### src/rtl/mc_req_frontend.sv
// Request front-end for the memory controller: buffers host read/write commands
// in an in-order FIFO, issues them as en pulses and returns read data.
module mc_req_frontend #(
  parameter int unsigned DATA_WIDTH = 8,
  parameter int unsigned ADDR_WIDTH = 8,
  parameter int unsigned DEPTH      = 4
) (
  input  logic                    clk,
  input  logic                    reset,
  input  logic                    req_valid,
  output logic                    req_ready,
  input  logic                    req_wr,
  input  logic [ADDR_WIDTH-1:0]   req_addr,
  input  logic [DATA_WIDTH-1:0]   req_wdata,
  output logic                    rsp_valid,
  input  logic                    rsp_ready,
  output logic [DATA_WIDTH-1:0]   rsp_rdata,
  output logic                    mem_en,
  output logic                    mem_w_r,
  output logic [ADDR_WIDTH-1:0]   mem_addr,
  output logic [DATA_WIDTH-1:0]   mem_wdata,
  input  logic [DATA_WIDTH-1:0]   mem_rdata,
  output logic [$clog2(DEPTH):0]  level
);

  localparam int unsigned PTR_W = $clog2(DEPTH);
  localparam int unsigned LVL_W = PTR_W + 1;

  typedef struct packed {
    logic                  wr;
    logic [ADDR_WIDTH-1:0] addr;
    logic [DATA_WIDTH-1:0] data;
  } cmd_t;

  typedef enum logic [1:0] {IDLE, ISSUE, RD_WAIT} state_e;

  state_e                state_q, state_d;
  cmd_t                  fifo_q [DEPTH];
  logic [PTR_W-1:0]      wr_ptr_q, rd_ptr_q;
  logic [LVL_W-1:0]      count_q, count_d;
  logic                  mem_en_q, mem_en_d;
  logic                  mem_w_r_q, mem_w_r_d;
  logic [ADDR_WIDTH-1:0] mem_addr_q, mem_addr_d;
  logic [DATA_WIDTH-1:0] mem_wdata_q, mem_wdata_d;
  logic                  rsp_valid_q, rsp_valid_d;
  logic [DATA_WIDTH-1:0] rsp_rdata_q, rsp_rdata_d;

  logic full_c, empty_c, push_c, pop_c, can_pop_c;
  cmd_t head_c, req_cmd_c;

  assign full_c    = (count_q == LVL_W'(DEPTH));
  assign empty_c   = (count_q == '0);
  assign push_c    = req_valid && !full_c;
  assign head_c    = fifo_q[rd_ptr_q];
  assign req_cmd_c = '{wr: req_wr, addr: req_addr, data: req_wdata};
  // A read may only leave the FIFO once the response slot is free or draining.
  assign can_pop_c = !empty_c && (head_c.wr || !rsp_valid_q || rsp_ready);

  always_comb begin
    state_d     = state_q;
    pop_c       = 1'b0;
    mem_en_d    = 1'b0;
    mem_w_r_d   = mem_w_r_q;
    mem_addr_d  = mem_addr_q;
    mem_wdata_d = mem_wdata_q;
    rsp_valid_d = rsp_valid_q && !rsp_ready;
    rsp_rdata_d = rsp_rdata_q;
    unique case (state_q)
      IDLE: begin
        if (can_pop_c) begin
          pop_c       = 1'b1;
          mem_en_d    = 1'b1;
          mem_w_r_d   = head_c.wr;
          mem_addr_d  = head_c.addr;
          mem_wdata_d = head_c.data;
          state_d     = ISSUE;
        end
      end
      ISSUE: begin
        if (!mem_w_r_q) begin
          state_d = RD_WAIT;
        end else if (can_pop_c) begin
          pop_c       = 1'b1;
          mem_en_d    = 1'b1;
          mem_w_r_d   = head_c.wr;
          mem_addr_d  = head_c.addr;
          mem_wdata_d = head_c.data;
        end else begin
          state_d = IDLE;
        end
      end
      RD_WAIT: begin
        rsp_valid_d = 1'b1;
        rsp_rdata_d = mem_rdata;
        state_d     = IDLE;
      end
      default: state_d = IDLE;
    endcase

    unique case ({push_c, pop_c})
      2'b10:   count_d = count_q + LVL_W'(1);
      2'b01:   count_d = count_q - LVL_W'(1);
      default: count_d = count_q;
    endcase
  end

  always_ff @(posedge clk or negedge reset) begin
    if (!reset) begin
      state_q     <= IDLE;
      wr_ptr_q    <= '0;
      rd_ptr_q    <= '0;
      count_q     <= '0;
      mem_en_q    <= 1'b0;
      mem_w_r_q   <= 1'b0;
      mem_addr_q  <= '0;
      mem_wdata_q <= '0;
      rsp_valid_q <= 1'b0;
      rsp_rdata_q <= '0;
    end else begin
      state_q     <= state_d;
      count_q     <= count_d;
      mem_en_q    <= mem_en_d;
      mem_w_r_q   <= mem_w_r_d;
      mem_addr_q  <= mem_addr_d;
      mem_wdata_q <= mem_wdata_d;
      rsp_valid_q <= rsp_valid_d;
      rsp_rdata_q <= rsp_rdata_d;
      if (push_c) wr_ptr_q <= wr_ptr_q + PTR_W'(1);
      if (pop_c)  rd_ptr_q <= rd_ptr_q + PTR_W'(1);
    end
  end

  // Payload storage needs no reset; occupancy is tracked by the pointers.
  always_ff @(posedge clk) begin
    if (push_c) fifo_q[wr_ptr_q] <= req_cmd_c;
  end

  assign req_ready = !full_c;
  assign rsp_valid = rsp_valid_q;
  assign rsp_rdata = rsp_rdata_q;
  assign mem_en    = mem_en_q;
  assign mem_w_r   = mem_w_r_q;
  assign mem_addr  = mem_addr_q;
  assign mem_wdata = mem_wdata_q;
  assign level     = count_q;

endmodule

### config.mk
export PLATFORM = sky130hd
export DESIGN_NAME = mc_req_frontend
export DESIGN_NICKNAME = d
export VERILOG_FILES = /design/src/rtl/mc_req_frontend.sv
export SDC_FILE = /design/constraint.sdc
export NUM_CORES = 1
export LEC_CHECK = 0
export BUFFER_PORTS_ARGS = -buffer_cell sky130_fd_sc_hd__clkbuf_2
export CORE_ASPECT_RATIO = 0.5
export CORE_MARGIN = 8
export CORE_UTILIZATION = 56
export CTS_CLUSTER_SIZE = 25
export DETAILED_ROUTE_END_ITERATION = 10
export PLACE_DENSITY = 0.78
export SYNTH_ARGS = -nofsm -noshare
export SYNTH_HDL_FRONTEND = slang
export SYNTH_SLANG_ARGS = --single-unit
### constraint.sdc
create_clock -name clk -period 3.15 [get_ports clk]
set_input_delay 0.315 -clock clk [delete_from_list [all_inputs] [get_ports clk]]
set_output_delay 0.315 -clock clk [all_outputs]
set_load 0.02 [all_outputs]
==> impl_metrics.json <==
{
  "finalSetupViolCount": 0,
  "placed_cell_area_um2": 4440,
  "synth_area_um2": 4080,
  "ant_nets": 0,
  "clk-insertion-delay-late_ns": 0.34,
  "die_w_um": 137,
  "place_inst": 351,
  "ios": 60,
  "core_area_um2": 7180,
  "hp-class": "in -> async",
  "clk_pin_slew_ns": 0.07,
  "drt_pass1_iterations": 4,
  "status": "completed",
  "start_util_pct": 56.8,
  "design_area_um2": 4710,
  "async_flop_share_pct": 34.6,
  "drtIter0Drc": 128,
  "drt-total-wl_um": 7000,
  "max_stage_delay_ns": 0.44,
  "clock_path_buffers": 2,
  "slew_violations": 0,
  "dp_slack_ns": 0.658,
  "port_buffers": 59,
  "cts_sinks": 104,
  "finalWeightedCongestion": 0.667,
  "cts-root-buf": "clkbuf_16",
  "syn_area_per_cell_um2": 20.4,
  "grt_pass1_vias": 2107,
  "syn_nets": 235,
  "critical_path.endpoint_type": "flip-flop",
  "r2r_cells": 10,
  "powerDensity_nw_per_um2": 1080,
  "final_nets": 301,
  "r2r_setup_slack_ns": 0.66,
  "dieArea_um2": 10400,
  "synth_top_cell_area_share_pct": 50.1,
  "wl_per_cell_um": 19.1,
  "yosysTopAreaCell": "edfxtp_1",
  "vias": 1938,
  "antenna_found_initial": 0,
  "grt_use_total_pct": 14.7,
  "yosysSeqAreaShare_pct": 72.1,
  "max_cap_violations": 0,
  "fin_worst_skew_ns": 0.00506,
  "grt_max_degree": 37,
  "cp-start-kind": "flip-flop",
  "diodes": 0,
  "crit_chain": "mux2_4 > or3b_4 > nand3_4 > inv_1 > ha_1 > inv_1 > fa_1 > xor2_1 > nor2_1 > xor2_1",
  "ir_drop_uv": 461,
  "arrival_ns": 2.72,
  "crit_buf_inv": 2,
  "final.min_clock_period_ns": 2.49,
  "synth-main-ff-cell": "edfxtp_1",
  "grt_first_pass_wirelength_um": 11300,
  "fin_tns_setup_ns": 0,
  "crit_family": "simple AND/OR/NAND/NOR gates",
  "fin_crit_sh_pct": 79.2,
  "slowest_stage": "dfrtp_1",
  "rows": 22,
  "worst_slew_pin_slew_ns": 0.968,
  "critPathRequiredTime_ns": 3.38,
  "synth_edf_count": 68,
  "holdBufCountCts": 0,
  "cts_setup_buffers": 0,
  "grt_setup_unrepaired": "false",
  "ys_warn_count": 0,
  "synth_commonest_cells": "edfxtp_1, dfrtp_1, mux2_2",
  "vias_per_cell": 5.28,
  "fillers": 479,
  "drc_errors": 0,
  "area_growth_pct": 15.4,
  "worst_slack_ns": 0.655,
  "r2r-end": "level[2]$_DFFE_PN0P_",
  "overflow": 0,
  "cts_resized": 0,
  "p_leak_nw": 1.89,
  "fin_cells": 367,
  "die_h_um": 76.4,
  "cts_tree": "done",
  "worstSetupPathType": "reg -> reg",
  "place_hpwl_um": 4490,
  "synth.area.top_cells": "edfxtp_1, dfrtp_1, mux4_2",
  "finalHoldViolations": 0,
  "drive_gt1_share_pct": 43.2,
  "synthCells": 200,
  "cts_max_level": 3,
  "r2r-start": "rd_ptr_q[0]$_DFFE_PN0P_",
  "ys_ff_latch": 104,
  "ys_types": 31,
  "numCtsBuffers": 9,
  "relSlewSlack_pct": 35.5,
  "fmax_mhz": 401,
  "crit_fanout": 19,
  "synth.most_common_cell": "edfxtp_1"
}
-- worst reg2reg max path, delay by kind of cell, from the launching register on --
| kind | cells | cell delay [ns] |
|---|---|---|
| buffers and inverters | 2 | 0.19 |
| XOR/XNOR | 2 | 0.30 |
| flip-flops | 1 | 0.44 |
| multiplexers | 1 | 0.33 |
| AND/OR/NAND/NOR | 3 | 0.72 |
| adder cells (fa/ha/maj) | 2 | 0.41 |
-- worst max path at each step --
| stage | startpoint | end | slack (ns) | cells after the start |
|---|---|---|---|---|
| after floorplan | level[0]$_DFFE_PN0P_ | level[2]$_DFFE_PN0P_ | 0.83 | 11 |
| after global routing | rd_ptr_q[0]$_DFFE_PN0P_ | level[2]$_DFFE_PN0P_ | 0.49 | 10 |
| final | rd_ptr_q[0]$_DFFE_PN0P_ | level[2]$_DFFE_PN0P_ | 0.66 | 10 |
| after global placement | rd_ptr_q[0]$_DFFE_PN0P_ | level[2]$_DFFE_PN0P_ | 0.75 | 10 |
| after detailed placement | rd_ptr_q[0]$_DFFE_PN0P_ | level[2]$_DFFE_PN0P_ | 0.66 | 10 |
| after CTS | rd_ptr_q[0]$_DFFE_PN0P_ | level[2]$_DFFE_PN0P_ | 0.65 | 10 |
-- layout by cell type, fill, tap and decap left out, drive strengths merged, types with 3 or more instances in the layout --
master  instances
and3            4
clkbuf         69
clkinv          5
dfrtp          36
edfxtp         68
ha              5
inv            10
mux2           26
mux4           16
nand3           5
nor2b           4
nor3            3
xnor2           3
-- logic make-up (layout without fill, tap and decap cells) --
logic type	count (synthesis)	count (layout)	share of synthesized area (%)
flops	104	104	72.1
mux	44	44	17.7
compound gates	4	4	0.767
fa+ha+maj	6	6	2.02
simple gates	22	22	3.65
buf+inv	15	86	2.64
xor+xnor	5	5	1.07
-- report_power, final --
| part | total (mW) | switching (mW) | internal, mW |
|---|---|---|---|
| sequential | 2.12 | 0.205 | 1.92 |
| clock | 1.01 | 0.473 | 0.538 |
| combinational | 1.93 | 1.01 | 0.912 |
-- metrics by stage --
| step | util [%] | power (mW) | hold slack (ns) |
|---|---|---|---|
| floorplan | - | 3.65 | 0.0194 |
| global placement | 61.7 | 4.01 | 0.488 |
| detailed placement | 61.7 | 4.12 | 0.496 |
| CTS | 65.5 | 5.14 | 0.127 |
| global route | 65.5 | 5.36 | 0.167 |
| finish | 65.5 | 5.06 | 0.105 |
-- final cells by class --
cell class	count	area (µm²)	area share (%)
clock buffer	10	229	4.86
clock inverter	6	43.8	0.930
inverter	9	33.8	0.718
multi-input combinational	81	1030	21.8
sequential	104	2940	62.5
tap	96	120	2.55
timing repair buffer	61	310	6.59
-- per-layer routing --
layer  GRT usage, %  share of wire (%)  vias to the layer above  wire [µm]
met1           16.6                 39                      978       2750
met4           6.53                1.8                        0        125
met5              0                  0                        -          0
met3           5.53                7.3                        8        514
met2           24.4                 52                       51       3620
li1               -                  -                      901          -
-- state kept, by name, indices dropped and copies added, names as in the netlist --
signal     cells
fifo_q        68
state_q        2
level          3
mem_en         1
rsp_rdata      8
mem_w_r        1
mem_addr       8
rd_ptr_q       2
wr_ptr_q       2
mem_wdata      8
rsp_valid      1
Note: power is estimated with default switching activity, not from simulation.
